--- src/rtl/kpn_add_process_if.sv ---
// Token handshake bundle between the add process and its two input FIFOs and output FIFO.
// master = process side, slave = FIFO/environment side.
interface kpn_add_process_if #(
  parameter int BITS_NUMBER = 16,
  parameter int COUNT_BITS  = 16
);
  logic [BITS_NUMBER-1:0] data_in_a;
  logic                   empty_a;
  logic                   rd_a;
  logic [BITS_NUMBER-1:0] data_in_b;
  logic                   empty_b;
  logic                   rd_b;
  logic                   full;
  logic                   wr;
  logic [BITS_NUMBER-1:0] data_out;
  logic                   carry;
  logic [COUNT_BITS-1:0]  token_count;

  modport master (
    input  data_in_a, empty_a, data_in_b, empty_b, full,
    output rd_a, rd_b, wr, data_out, carry, token_count
  );

  modport slave (
    output data_in_a, empty_a, data_in_b, empty_b, full,
    input  rd_a, rd_b, wr, data_out, carry, token_count
  );
endinterface

--- src/rtl/kpn_add_process.sv ---
// Kahn process: blocking-read one token from A, then B, add them, blocking-write the sum.
// state  | meaning
// READ_A | waiting to pop a token from FIFO A
// READ_B | A held in a_reg, waiting to pop a token from FIFO B
// WRITE  | sum registered, waiting for room in the output FIFO
module kpn_add_process #(
  parameter int BITS_NUMBER = 16,
  parameter int COUNT_BITS  = 16
) (
  input  logic               clk,
  input  logic               reset,
  kpn_add_process_if.master  bus
);
  localparam logic [1:0] READ_A = 2'd0;
  localparam logic [1:0] READ_B = 2'd1;
  localparam logic [1:0] WRITE  = 2'd2;

  logic [1:0]             state;
  logic [BITS_NUMBER-1:0] a_reg;
  logic [BITS_NUMBER-1:0] data_q;
  logic                   carry_q;
  logic [COUNT_BITS-1:0]  count_q;
  logic [BITS_NUMBER:0]   sum;
  logic                   rd_a;
  logic                   rd_b;
  logic                   wr;

  assign sum = {1'b0, a_reg} + {1'b0, bus.data_in_b};

  // Strobes are forced low during reset so a FIFO never pops while state is being cleared.
  always_comb begin
    rd_a = 1'b0;
    rd_b = 1'b0;
    wr   = 1'b0;
    if (!reset) begin
      case (state)
        READ_A:  rd_a = !bus.empty_a;
        READ_B:  rd_b = !bus.empty_b;
        WRITE:   wr   = !bus.full;
        default: ;
      endcase
    end
  end

  always_ff @(posedge clk or posedge reset) begin
    if (reset) begin
      state   <= READ_A;
      a_reg   <= '0;
      data_q  <= '0;
      carry_q <= 1'b0;
      count_q <= '0;
    end else begin
      case (state)
        READ_A: if (rd_a) begin
          a_reg <= bus.data_in_a;
          state <= READ_B;
        end
        READ_B: if (rd_b) begin
          {carry_q, data_q} <= sum;
          state             <= WRITE;
        end
        WRITE: if (wr) begin
          count_q <= count_q + COUNT_BITS'(1);
          state   <= READ_A;
        end
        default: state <= READ_A;
      endcase
    end
  end

  assign bus.rd_a        = rd_a;
  assign bus.rd_b        = rd_b;
  assign bus.wr          = wr;
  assign bus.data_out    = data_q;
  assign bus.carry       = carry_q;
  assign bus.token_count = count_q;
endmodule

--- src/flat_wrapper.sv ---
// flat-port wrapper written by rule: the top's interface ports become plain ports
module kpn_add_process_flat 
#(
  parameter int BITS_NUMBER = 16,
  parameter int COUNT_BITS  = 16
)
  (clk, reset, bus_data_in_a, bus_empty_a, bus_data_in_b, bus_empty_b, bus_full, bus_rd_a, bus_rd_b, bus_wr, bus_data_out, bus_carry, bus_token_count);
  kpn_add_process_if #(.BITS_NUMBER(BITS_NUMBER), .COUNT_BITS(COUNT_BITS)) bus_i ();
  input  logic clk;
  input  logic reset;
  input wire logic [$bits(bus_i.data_in_a)-1:0] bus_data_in_a;
  input wire logic [$bits(bus_i.empty_a)-1:0] bus_empty_a;
  input wire logic [$bits(bus_i.data_in_b)-1:0] bus_data_in_b;
  input wire logic [$bits(bus_i.empty_b)-1:0] bus_empty_b;
  input wire logic [$bits(bus_i.full)-1:0] bus_full;
  output wire logic [$bits(bus_i.rd_a)-1:0] bus_rd_a;
  output wire logic [$bits(bus_i.rd_b)-1:0] bus_rd_b;
  output wire logic [$bits(bus_i.wr)-1:0] bus_wr;
  output wire logic [$bits(bus_i.data_out)-1:0] bus_data_out;
  output wire logic [$bits(bus_i.carry)-1:0] bus_carry;
  output wire logic [$bits(bus_i.token_count)-1:0] bus_token_count;
  assign bus_i.data_in_a = bus_data_in_a;
  assign bus_i.empty_a = bus_empty_a;
  assign bus_i.data_in_b = bus_data_in_b;
  assign bus_i.empty_b = bus_empty_b;
  assign bus_i.full = bus_full;
  assign bus_rd_a = bus_i.rd_a;
  assign bus_rd_b = bus_i.rd_b;
  assign bus_wr = bus_i.wr;
  assign bus_data_out = bus_i.data_out;
  assign bus_carry = bus_i.carry;
  assign bus_token_count = bus_i.token_count;
  kpn_add_process #(.BITS_NUMBER(BITS_NUMBER), .COUNT_BITS(COUNT_BITS)) u_core (.clk(clk), .reset(reset), .bus(bus_i));
endmodule
--- config.mk ---
export PLATFORM = sky130hd
export DESIGN_NAME = kpn_add_process_flat
export DESIGN_NICKNAME = d
export VERILOG_FILES = /design/src/rtl/kpn_add_process_if.sv /design/src/rtl/kpn_add_process.sv /design/src/flat_wrapper.sv
export SDC_FILE = /design/constraint.sdc
export NUM_CORES = 1
export LEC_CHECK = 0
export CAP_MARGIN = 20
export CORE_ASPECT_RATIO = 1.5
export CORE_UTILIZATION = 41
export CTS_CLUSTER_SIZE = 16
export DETAILED_ROUTE_END_ITERATION = 8
export PLACE_DENSITY = 0.73
export SLEW_MARGIN = 20
export SYNTH_ARGS = -nofsm -noshare
export SYNTH_HDL_FRONTEND = slang
export SYNTH_SLANG_ARGS = --single-unit
--- constraint.sdc ---
create_clock -name clk -period 4.3 [get_ports clk]
set_input_delay 1.29 -clock clk [delete_from_list [all_inputs] [get_ports clk]]
set_output_delay 1.29 -clock clk [all_outputs]
set_load 0.05 [all_outputs]
======== Yosys cells after proc, flatten, opt, wreduce, memory -nomap -nowiden ========
Cells that the tools add are included.
word-level totals
  word-level logic and storage cells ...... 30
  flip-flop bits (word level) ............. 51
  input bits .............................. 37
  output and inout port bits .............. 36
cells by class
  add/sub/neg operators ................... 2
  equality and inequality tests ........... 5
  mux-type cells .......................... 10
  reductions and logical operators ........ 8
operator list
  operator                                             number
  adder 16 x 16 -> 17 bit                              1
  adder 16 x 1 -> 16 bit, second input constant        1
  2-to-1 mux 1 bit                                     6
  2-to-1 mux 2 bit                                     3
  != test 2 bit, second input constant                 3
  one-hot mux 2 bit (3 select lines)                   1
  AND reduction 2 bit                                  3
  logical NOT 1 bit                                    3
  AND reduction 3 bit                                  1
  equality test 2 x 1 -> 1 bit, second input constant  1
  equality test 2 bit, second input constant           1
  logical NOT 2 bit                                    1

======== Depth between registers and ports, before layout ========
Gate-level depths: netlist (run 1).
  word-level depth ........................ 5
  mapped depth ............................ 8
  depth with buffers taken out ............ 8

======== Worst setup path before layout (run 1) ========
Ideal clock, no wire load.
  path type ............................... in2out
  from .................................... in reset
  to ...................................... out bus_rd_a
  data required time ...................... 3010 ps
  slack ................................... 584 ps
  data arrival time ....................... 2426 ps
  path buffers ............................ 2
  cell stages on the path ................. 3
  cell sequence ........................... buf_6 -> nor4_2 -> buf_2
on the way
  longest elaborated chain between the ends .. 1
ends and longest elaborated chain
  item              RTL line               source
  start, declared   flat_wrapper.sv:10     input logic reset;
  2-to-1 mux 1 bit  kpn_add_process.sv:35  if (!reset) begin
  end, declared     flat_wrapper.sv:16     output wire logic [$bits(bus_i.rd_a)-1:0] bus_rd_a;
No other way between the ends.

======== Worst setup path in the final report (run 1) ========
  from .................................... in reset
  to ...................................... out bus_rd_b
on the way
  longest elaborated chain between the ends .. 1
ends and longest elaborated chain
  item              RTL line               source
  2-to-1 mux 1 bit  kpn_add_process.sv:35
  end, declared     flat_wrapper.sv:17     output wire logic [$bits(bus_i.rd_b)-1:0] bus_rd_b;
No other way between the ends.

==> results.cfg, run 1 <==
[synth]
netlist_area_um2 = 2790
yosys_warnings = 0
synthCells = 273
ys_ff_latch = 51
synth_top_area_cell = dfrtp_1
syn_avg_cell_area_um2 = 10.2
netlist_top_cells_area = dfrtp_1, ha_1, mux2_2
ys_types = 43
ys_seq_area_frac = 0.458
syn_nets = 328
synth_top_area_share = 0.458

[cts]
holdBufCountCts = 0
cts_num_sinks = 51
clk_path_buf_depth = 2
cts_setup_buffers = 0
cts_tree = done
root_buffer = clkbuf_8
cts_buffers = 5
cts_resized = 0
ctsHtreeMaxLevel = 2
clkLatencyLatePin_ns = 0.30
clk_transition_reported_paths_ns = 0.09

[timing]
setup_viol_count_final = 0
hold_slack_ns = 0.482
slew_viol_final = 0
fin_skew_ns = 0.00461
rsz0062_at_grt = no
setup_tns_ns = 0
hold_violations = 0
fmax_mhz = 262
finalCriticalPeriod_ns = 3.82
max_slew.worst_pin.slew_ns = 0.851
timing.final.crit_share = 0.887
relSlewSlack = 0.432

[detailed_routing]
drt_pre_antenna_iters = 4
wire_per_inst_um = 14.2
ant_nets = 0
drc = 0
via_per_inst = 5.45
wl_mm = 6.03
via_count = 2309
drt_iter0_drc = 118

[layout]
n_fill_cell = 564
multi_input_area_um2 = 1450
nets = 402
drive_gt1_frac = 0.103
areaGrowthSynthToFinish_pct = 33.2
num_antenna_cells = 0
final_common_cell = clkdlybuf4s50_1
final_cell_mix = clkdlybuf4s50_1, dfrtp_1, nand2_1
design_area_um2 = 3710
final-seq-area_um2 = 1280

[grt]
grt_pass1_wl_mm = 10.5
grtUsageTotal = 0.183
first_global_vias = 2358
grt_start_max_net_pins = 52
antenna_found_initial = 0
grt-ovfl-total = 0

[place]
placed_cell_area_um2 = 3620
hpwl_mm = 4.72
routabilityCongestion = 0.923
port_buffers = 72

[floorplanning]
row_count = 36
core_area_um2 = 6530
die_w_um = 69.3
chipHeight_um = 103
dieArea_um2 = 7140
io_pins = 73
start_util = 0.427

[setup_path]
arrival_ns = 2.53
cp-start-kind = input pin
cp.required_ns = 3.01
crit_fanout = 2
worst_setup_path_end_kind = primary output
worstSetupPathType = in2out

[power]
power_density_nw_per_um2 = 654
p_leak_nw = 1.61
p_total_mw = 2.43
vdd_drop_max_mv = 0.336

[flow_run]
max-cap-violations = 0

[worst_hold_path]
hp-class = reg2reg

[status]
status = finished clean
[layer usage]
| layer | vias to the layer above | global-route usage | wire, µm |
|---|---|---|---|
| li1 | 1120 | - | - |
| met1 | 1083 | 0.197 | 2360 |
| met2 | 84 | 0.329 | 3080 |
| met3 | 22 | 0.0401 | 337 |
| met4 | 0 | 0.113 | 249 |
| met5 | - | 0 | 0 |
[synthesized netlist by cell type]
master and number:
dfrtp_1 51, nand2_1 31, o21ai_0 19, ha_1 17
mux2_2 17, a21oi_1 16, nor2_1 16, xnor2_1 15
nand3_1 11, xor2_1 11, nand4_1 7, and3_1 6
clkbuf_1 6, a21o_1 5, a31oi_1 4, inv_1 4
nor3_1 4, a211oi_1 3, buf_6 2, o21a_1 2
o21ai_1 2, o31ai_1 2, or3_1 2, a21boi_0 1
a221oi_1 1, a22oi_1 1, a311oi_1 1, and2_1 1
buf_2 1, fa_1 1, inv_2 1, nand2b_1 1
nand3b_1 1, nand4b_1 1, nor2b_1 1, nor3_4 1
nor3b_1 1, nor4_2 1, o211ai_1 1, o21bai_1 1
o22ai_1 1, or4_1 1, or4b_4 1
[area by class of cell]
| type | count | share of cell area |
|---|---|---|
| clock buffers | 6 | 0.0195 |
| clock inverters | 2 | 0.00438 |
| inverters | 5 | 0.00539 |
| multi-input cells | 208 | 0.391 |
| flip-flops and latches | 51 | 0.344 |
| well taps | 76 | 0.0256 |
| repair buffers | 76 | 0.210 |
[cell families after synthesis]
kind of cell	count (synthesis)	share of synthesized area
and+or+nand+nor	87	0.157
AOI/OAI and AO/OA	60	0.127
adders and majority gates	18	0.0834
xor gates and xnor gates	26	0.0817
buffers and inverters	14	0.0247
DFF	51	0.458
muxes	17	0.0686
[report_power, final]
part	leakage (nW)	internal (mW)	total [mW]	switching (mW)
sequential	0.647	0.648	0.762	0.114
combinational	0.917	0.565	1.39	0.825
clock	0.0418	0.117	0.278	0.161
total	1.61	1.33	2.43	1.10
[metrics by stage]
stage | std cells | worst slack [ns] | utilization
global placement | 416 | 0.428 | 0.555
floorplan | 273 | 0.584 | -
CTS | 424 | 0.476 | 0.568
global route | 424 | 0.427 | 0.569
detailed placement | 416 | 0.366 | 0.555
finish | 424 | 0.485 | 0.569
[worst max-delay path, cell delays in order]
cell and delay [ns]:
clkdlybuf4s50_1 0.43, or4b_4 0.54, inv_2 0.12, buf_12 0.14
[final timing paths]
check	startpoint	endpoint	slack (ns)	depth (start not counted)
hold reg to reg	u_core.bus.data_out[9]$_DFFE_PP0P_	u_core.bus.data_out[9]$_DFFE_PP0P_	0.48	2
min in group asynchronous	reset	u_core.a_reg[9]$_DFFE_PP0P_	1.65	3
setup / recovery	reset	bus_rd_b	0.48	4
max in group asynchronous	reset	u_core.bus.data_out[0]$_DFFE_PP0P_	2.15	3
setup reg to reg	u_core.a_reg[0]$_DFFE_PP0P_	u_core.bus.data_out[12]$_DFFE_PP0P_	1.66	8
hold / removal	u_core.bus.data_out[9]$_DFFE_PP0P_	u_core.bus.data_out[9]$_DFFE_PP0P_	0.48	2
Power figures use the tool's default switching activity.
==> run 2: changes to the inputs <==
--- a/config.mk
+++ b/config.mk
@@ -10,7 +10,7 @@
 export CORE_UTILIZATION = 41
 export CTS_CLUSTER_SIZE = 16
 export DETAILED_ROUTE_END_ITERATION = 8
-export PLACE_DENSITY = 0.73
+export PLACE_DENSITY = 0.78
 export SLEW_MARGIN = 20
 export SYNTH_ARGS = -nofsm -noshare
 export SYNTH_HDL_FRONTEND = slang
==> constraint.sdc (replaced) <==
create_clock -name clk -period 3.9 [get_ports clk]
set_input_delay 1.17 -clock clk [delete_from_list [all_inputs] [get_ports clk]]
set_output_delay 1.17 -clock clk [all_outputs]
set_load 0.05 [all_outputs]
==> run 2 against run 1 <==
Effect of this change: flip-flop and latch count is the same; worst hold slack lost 0.0075 ns; total power grew 14%; clock skew grew 0.0043 ns.
==> results.cfg, run 2 (same netlist as run 1, synthesis figures left out) <==
[cts]
clkLatencyLatePin_ns = 0.30
cts_resized = 0
cts_tree = done
clk_path_buf_depth = 2
holdBufCountCts = 0
cts_num_sinks = 51
cts_buffers = 5
clk_transition_reported_paths_ns = 0.09
root_buffer = clkbuf_8
ctsHtreeMaxLevel = 2
cts_setup_buffers = 0

[floorplanning]
row_count = 36
dieArea_um2 = 7140
chipHeight_um = 103
start_util = 0.427
core_area_um2 = 6530
die_w_um = 69.3
io_pins = 73

[place]
post-place-ws_ns = 0.227
hpwl_mm = 4.95
routabilityCongestion = 0.949
port_buffers = 72
dpl.cell_count = 419
placed_cell_area_um2 = 3650

[layout]
nets = 405
final_cells = 427
areaGrowthSynthToFinish_pct = 34.9
n_fill_cell = 571
design_area_um2 = 3760
num_antenna_cells = 0
drive_gt1_frac = 0.114
final_util = 0.576
final_cell_mix = clkdlybuf4s50_1, dfrtp_1, nand2_1
final_common_cell = clkdlybuf4s50_1

[grt]
grt_start_max_net_pins = 35
first_global_vias = 2325
antenna_found_initial = 0
grt_pass1_wl_mm = 10.6
grt-ovfl-total = 0
grtUsageTotal = 0.185

[power]
swShare = 0.439
internal_power_mw = 1.56
seq_power_share = 0.304
p_leak_nw = 1.64
clockPowerShare = 0.137
vdd_drop_max_mv = 0.429
p_total_mw = 2.77
comb_power_share = 0.559
switchingPower_mw = 1.22
power_density_nw_per_um2 = 737

[worst_hold_path]
hold_start = u_core.bus.token_count[15]$_DFFE_PP0P_
hp-class = reg2reg

[timing]
hold_slack_ns = 0.474
fin_skew_ns = 0.00896
finalWorstSetupSlack_ns = 0.347
max_slew.worst_pin.slew_ns = 0.513
fmax_mhz = 281
timing.final.crit_share = 0.911
setup_viol_count_final = 0
finalCriticalPeriod_ns = 3.55
hold_violations = 0
slew_viol_final = 0
relSlewSlack = 0.657
rsz0062_at_grt = no
setup_tns_ns = 0

[detailed_routing]
wire_per_inst_um = 14.8
drt_iter0_drc = 109
wl_mm = 6.32
drc = 0
drt_pre_antenna_iters = 5
via_per_inst = 5.45
ant_nets = 0
via_count = 2327

[flow_run]
max-cap-violations = 0

[setup_path]
worstSetupPathType = in2out
crit_path_cell_trace = clkdlybuf4s50_1, or4b_4, inv_2, buf_12
cp-start-kind = input pin
critical-path-slowest-cell = or4b_4
cp.required_ns = 2.73
cpPeakStageDelay_ns = 0.53
worst_setup_path_end_kind = primary output
critPathTopFamily = buffers and inverters
worst_r2r_startpoint = u_core.a_reg[0]$_DFFE_PP0P_
arrival_ns = 2.38
crit_fanout = 2
reg2reg_slack_ns = 1.36
cp_num_buf_inv = 3
startpoint = reset

[status]
status = finished clean
[run 2: layer usage]
metal | track usage | share of wire | vias up
met3 | 0.0371 | 0.048 | 9
met2 | 0.345 | 0.55 | 75
met5 | 0 | 0 | -
li1 | - | - | 1129
met4 | 0.0722 | 0.016 | 0
met1 | 0.207 | 0.39 | 1114
[run 2: final timing paths]
kind,end,depth (start not counted)
max,bus_rd_b,4
min,u_core.bus.token_count[15]$_DFFE_PP0P_,1
max reg2reg,u_core.bus.carry$_DFFE_PP0P_,9
min reg2reg,u_core.bus.token_count[15]$_DFFE_PP0P_,1
max in group asynchronous,u_core.bus.data_out[5]$_DFFE_PP0P_,4
min in group asynchronous,u_core.state[0]$_DFFE_PP0P_,3
[run 2: power groups by stage]
stage | clock network (mW) | registers [mW] | logic, mW
after detailed placement | 0 | 0.858 | 1.54
after floorplan | 0 | 1.15 | 0.795
final | 0.380 | 0.842 | 1.55
after global placement | 0 | 0.845 | 1.51
after CTS | 0.392 | 0.846 | 1.55
after global routing | 0.414 | 0.873 | 1.68
[run 2: final cells by class]
class / instances / area [µm²] / share of cell area
Tap cell: 76 / 95.1 / 0.0253
Inverter: 5 / 18.8 / 0.00499
Clock buffer: 6 / 82.6 / 0.0219
Multi-Input combinational cell: 208 / 1450 / 0.386
Clock inverter: 2 / 35.0 / 0.00931
Sequential cell: 51 / 1280 / 0.339
Timing Repair Buffer: 79 / 803 / 0.213
==> RTL change 1: new RTL, config.mk and constraints of run 2 <==
`BITS_NUMBER` is set to 16 in 3 places; all go to 24.
--- a/src/rtl/kpn_add_process_if.sv
+++ b/src/rtl/kpn_add_process_if.sv
@@ -2,5 +2,5 @@
 // master = process side, slave = FIFO/environment side.
 interface kpn_add_process_if #(
-  parameter int BITS_NUMBER = 16,
+  parameter int BITS_NUMBER = 24,
   parameter int COUNT_BITS  = 16
 );
--- a/src/rtl/kpn_add_process.sv
+++ b/src/rtl/kpn_add_process.sv
@@ -5,5 +5,5 @@
 // WRITE  | sum registered, waiting for room in the output FIFO
 module kpn_add_process #(
-  parameter int BITS_NUMBER = 16,
+  parameter int BITS_NUMBER = 24,
   parameter int COUNT_BITS  = 16
 ) (
--- a/src/flat_wrapper.sv
+++ b/src/flat_wrapper.sv
@@ -2,5 +2,5 @@
 module kpn_add_process_flat 
 #(
-  parameter int BITS_NUMBER = 16,
+  parameter int BITS_NUMBER = 24,
   parameter int COUNT_BITS  = 16
 )
Interface: changed (resized bus_data_in_a, bus_data_in_b and bus_data_out); port bits go from 73 to 97. No check against the original RTL was run, so the function may have changed too.
==> RTL change 1 against run 2 <==
  * Cell area up 45%
  * Synthesized cell count up 47%
  * Cell count up 42%
  * Sequential cell count up 16
  * Power up 64%
  * Sequential power up 37%
  * Utilization up 0.49 points
  * Fmax down 1.4%
  * Hold slack better by 0.0052 ns
  * Wire length up 58%
  * Area after synthesis up 43%
  * Worst setup slack worse by 0.051 ns
  * Critical endpoint unchanged
  * Highest routed layer unchanged
==> RTL change 1: results (changes against run 2) <==
.. list-table::
   :header-rows: 1

   * - Metric
     - Value
   * - Largest net degree at the start of global routing
     - 50 (+43%)
   * - Fill cell count
     - 828 (+45%)
   * - Maximum count of clock buffers along a single path
     - 2 (unchanged)
   * - Routability Congestion
     - 0.9484 (about the same)
   * - HPWL after DPL
     - 7672 microns (+55%)
   * - Launching point of the worst reg2reg path
     - u_core.a_reg[0]$_DFFE_PP0P_
   * - Count of yosys warnings during synthesis
     - 0 (unchanged)
   * - Root buffer selected by CTS
     - clkbuf_16
   * - Leading post-synthesis cells by instance count
     - dfrtp_1 (67), nand2_1 (54), a21oi_1 (29)
   * - Share of layout cells above drive strength 1
     - 13.31% (+1.9 points)
   * - Antenna fix cells
     - 0 (unchanged)
   * - Worst Skew
     - 0.007084 ns (-0.001875 ns)
   * - Worst Tran Pin Value
     - 0.6349 ns (+0.1221 ns)
   * - Syn Area/Cell
     - 9.994 sq um (-2.2%)
   * - Resized cells post-CTS
     - 0 (unchanged)
   * - Global-route wire length before repair
     - 16370 microns (+55%)
   * - Static leakage power
     - 2.347 nW (+43%)
   * - Number of global-route vias before repair
     - 3409 (+47%)
   * - Count of nets after finishing
     - 570 (+41%)
   * - Async S/R FF share, synth
     - 100.0% (unchanged)
   * - Number of buffers inserted to repair setup after CTS
     - 0 (unchanged)
   * - Class of the most critical hold timing path
     - register to register
   * - Number of buffers created by CTS
     - 9 (+4)
   * - Synthesized netlist net count
     - 479 (+46%)
   * - Result of the run
     - completed
   * - Final ANT Viol Nets
     - 0 (unchanged)
   * - Count of buffers from port buffering
     - 96 (+33%)
   * - Placed Instances
     - 592 (+41%)
   * - Post-Place Setup Slack
     - 0.1976 ns (-0.02903 ns)
   * - Vias post-DR
     - 3345 (+44%)
   * - Sequential cell area fraction in the yosys report
     - 41.94% (-3.8 points)
   * - Max Fanout on Critical Path
     - 2 (unchanged)
   * - Wire per inst
     - 16.42 microns (+11%)
   * - Total routing usage reported by global routing
     - 21.80% (+3.3 points)
   * - Number of antenna violations at the first check in global routing
     - 0 (unchanged)
   * - Hold path startpoint
     - u_core.bus.token_count[15]$_DFFE_PP0P_
   * - Clock-pin slew of the registers on the worst-case setup and hold paths
     - 0.05 ns (-0.04 ns)
   * - Clock latency at the later pin of the worst-skew pair
     - 0.33 ns (+0.03 ns)
   * - Main area contributors after synthesis
     - dfrtp_1 (42%), ha_1 (7.8%), mux2_2 (5.9%)
   * - Fraction of power spent switching nets
     - 43.38% (-0.50 points)
   * - Arrival time at the worst endpoint
     - 2.43 ns (+0.05 ns)
   * - Final instance count without filler cells
     - 608 (+42%)
   * - Maximum ir drop on the vdd rail
     - 0.4304 mV (+0.28%)
   * - Drt first-iter violations
     - 189 (+73%)
   * - Count of unique library cells instantiated by Yosys
     - 58 (+35%)
   * - H-tree depth
     - 3 (+1)
   * - Number of detailed-route iterations in the first pass
     - 4 (-1)
   * - Crit path launch
     - reset
## RTL change 1: kinds of logic (layout without fill, tap and decap cells)
kind of cell,Yosys count,count (layout),synth area share [%]
compound gates,99,99,16.75
xor+xnor,28,28,6.134
fa+ha+maj,26,26,8.326
buf+inv,31,127,3.662
flops,67,67,41.94
mux,28,28,7.793
simple gates,121,121,15.40
## RTL change 1: routing by layer
metal	share of wire, %	vias to the layer above	global-route usage (%)
li1	-	1624	-
met1	40	1589	26.16
met2	52	111	36.67
met3	5.3	21	3.321
met4	3.2	0	12.07
met5	0	-	0
## RTL change 1: cell type report
| type | count | area [sq um] | area share (%) |
|---|---|---|---|
| clock buffers | 10 | 239.0 | 4.393 |
| well taps | 112 | 140.1 | 2.576 |
| inverters | 7 | 26.28 | 0.4830 |
| multi-input cells | 302 | 2183 | 40.13 |
| repair buffers | 104 | 1064 | 19.55 |
| flip-flops and latches | 67 | 1677 | 30.82 |
| clock inverters | 6 | 111.4 | 2.047 |
## RTL change 1: worst max-delay path, cell delays in order
cell,delay (ns)
clkdlybuf4s50_1,0.42
or4b_1,0.55
inv_2,0.15
buf_12,0.15
## RTL change 1: through the flow
step	utilization (%)	cell area, sq um
3_3_place_gp	54.37	5090
3_5_place_dp	54.37	5090
4_1_cts	58.11	5440
2_1_floorplan	-	3998
6_report	58.11	5440
5_1_grt	58.11	5440
## RTL change 1: power by group through the flow
stage / clock [W] / combinational [W] / sequential [W]
after floorplan: 0 / 0.00134 / 0.00157
after global placement: 0 / 0.00238 / 0.00115
after detailed placement: 0 / 0.00242 / 0.00117
after CTS: 0.000965 / 0.00244 / 0.00115
after global routing: 0.000990 / 0.00266 / 0.00119
final: 0.000949 / 0.00245 / 0.00115
## RTL change 1: path summary, 6_finish.rpt
path / endpoint / slack [ns] / cells past startpoint
setup / recovery: bus_rd_b / 0.30 / 4
hold / removal: u_core.bus.token_count[15]$_DFFE_PP0P_ / 0.48 / 1
setup reg to reg: u_core.bus.data_out[20]$_DFFE_PP0P_ / 1.43 / 8
hold reg to reg: u_core.bus.token_count[15]$_DFFE_PP0P_ / 0.48 / 1
max in group asynchronous: u_core.a_reg[20]$_DFFE_PP0P_ / 1.84 / 4
min in group asynchronous: u_core.bus.data_out[0]$_DFFE_PP0P_ / 1.42 / 3
==> RTL change 2: new RTL, config.mk and constraints of run 2 <==
Without the edit above. Make the reset (`reset`) synchronous in one clocked block.
--- a/src/rtl/kpn_add_process.sv
+++ b/src/rtl/kpn_add_process.sv
@@ -43,5 +43,5 @@
   end
 
-  always_ff @(posedge clk or posedge reset) begin
+  always_ff @(posedge clk) begin
     if (reset) begin
       state   <= READ_A;
Behaviour: differs if reset is asserted again (counterexample within 4 cycles, from zero or initial values and one cycle with reset high); with reset held inactive, the same outputs for 10 cycles.
==> RTL change 2 against run 2 <==
  * Sequential share of layout area fell by 5.4 points
  * Via count increased by 7.2%
  * Cell area decreased by 5.0%
  * Wire length is 6.3% higher
  * Fmax fell by 1.2%
  * Worst setup slack lost 0.044 ns
  * Area after synthesis shrank 4.5%
  * Register-to-register slack gained 0.15 ns
  * Count of clock-buffer cells in the layout unchanged
  * Sequential cell count did not move
  * Critical path type unchanged
  * Critical endpoint is now bus_wr
  * Largest cell class unchanged
Power is not compared: it rests on default switching activity, and its combinational part moved more than twofold at a synthesized area within 25%.
==> RTL change 2: results (changes against run 2) <==
.. list-table::
   :header-rows: 1

   * - Metric
     - Value
   * - Sequential cell area fraction in the yosys report
     - 38.33% (-7.4 points)
   * - Max Fanout on Critical Path
     - 10 (+8)
   * - Metal-1 WL
     - 2651 microns (+7.7%)
   * - Worst setup path endpoint
     - bus_wr
   * - Wire per inst
     - 14.31 microns (-3.2%)
   * - Worst rel slew slack
     - 63.44% (-2.3 points)
   * - Endpoint of the most critical register-to-register path
     - u_core.bus.data_out[14]$_SDFFE_PP0P_
   * - Routed length on met3
     - 275 microns (-9.8%)
   * - Total routing usage reported by global routing
     - 21.64% (+3.2 points)
   * - Number of global-route vias before repair
     - 2476 (+6.5%)
   * - Area fraction of clock buffers and clock inverters
     - 2.763% (-0.36 points)
   * - Met2 wire len
     - 3562 microns (+3.4%)
   * - Number of cells traversed by the worst hold path
     - 2 (+1)
   * - Buffers excl. clock
     - 78 (-1.3%)
   * - Result of the run
     - completed
   * - Total number of multi-input combinational cells
     - 255 (+23%)
   * - Main area contributors after synthesis
     - dfxtp_1 (38%), nand2_1 (9.2%), ha_1 (8.0%)
   * - Leading post-synthesis cells by instance count
     - nand2_1 (65), dfxtp_1 (51), a21oi_1 (35)
   * - Hold path startpoint
     - u_core.bus.data_out[5]$_SDFFE_PP0P_
   * - Worst hold slack across all endpoints
     - 0.4546 ns (-0.01988 ns)
   * - Post-route cell area
     - 0.003577 sq mm (-5.0%)
   * - Per-cell via count in the routed design
     - 5.318 (-2.4%)
   * - Routability Congestion
     - 0.9208 (-2.9%)
   * - Global-route wire length before repair
     - 11270 microns (+6.7%)
   * - Endpoint of the worst hold path
     - u_core.bus.data_out[5]$_SDFFE_PP0P_
   * - Largest net degree at the start of global routing
     - 31 (-11%)
   * - Post-Place Setup Slack
     - 0.2190 ns (-0.007656 ns)
   * - Fraction of area in non-clock buffers
     - 21.90% (+0.55 points)
   * - Detailed-route wire length
     - 6711 microns (+6.3%)
## RTL change 2: kinds of logic (layout without fill, tap and decap cells)
| family | Yosys count | after routing | share of synthesized area [%] |
|---|---|---|---|
| AND/OR/NAND/NOR | 138 | 138 | 24.56 |
| AO/OA/AOI/OAI | 76 | 76 | 17.76 |
| flip-flops | 51 | 51 | 38.33 |
| XOR/XNOR | 20 | 20 | 6.576 |
| adder cells (fa/ha/maj) | 18 | 18 | 8.736 |
| buffers and inverters | 18 | 89 | 2.912 |
| multiplexers | 3 | 3 | 1.127 |
## RTL change 2: where the power goes
part	switching (W)	total [W]	internal (W)
registers	0.0000153	0.000559	0.000543
logic	0.000155	0.000275	0.000120
clock network	0.000184	0.000329	0.000145
## RTL change 2: worst max-delay path: cells and delay by family
| family | cells | cell delay [ns] |
|---|---|---|
| buffers and inverters | 2 | 0.81 |
| AND/OR/NAND/NOR | 1 | 0.44 |
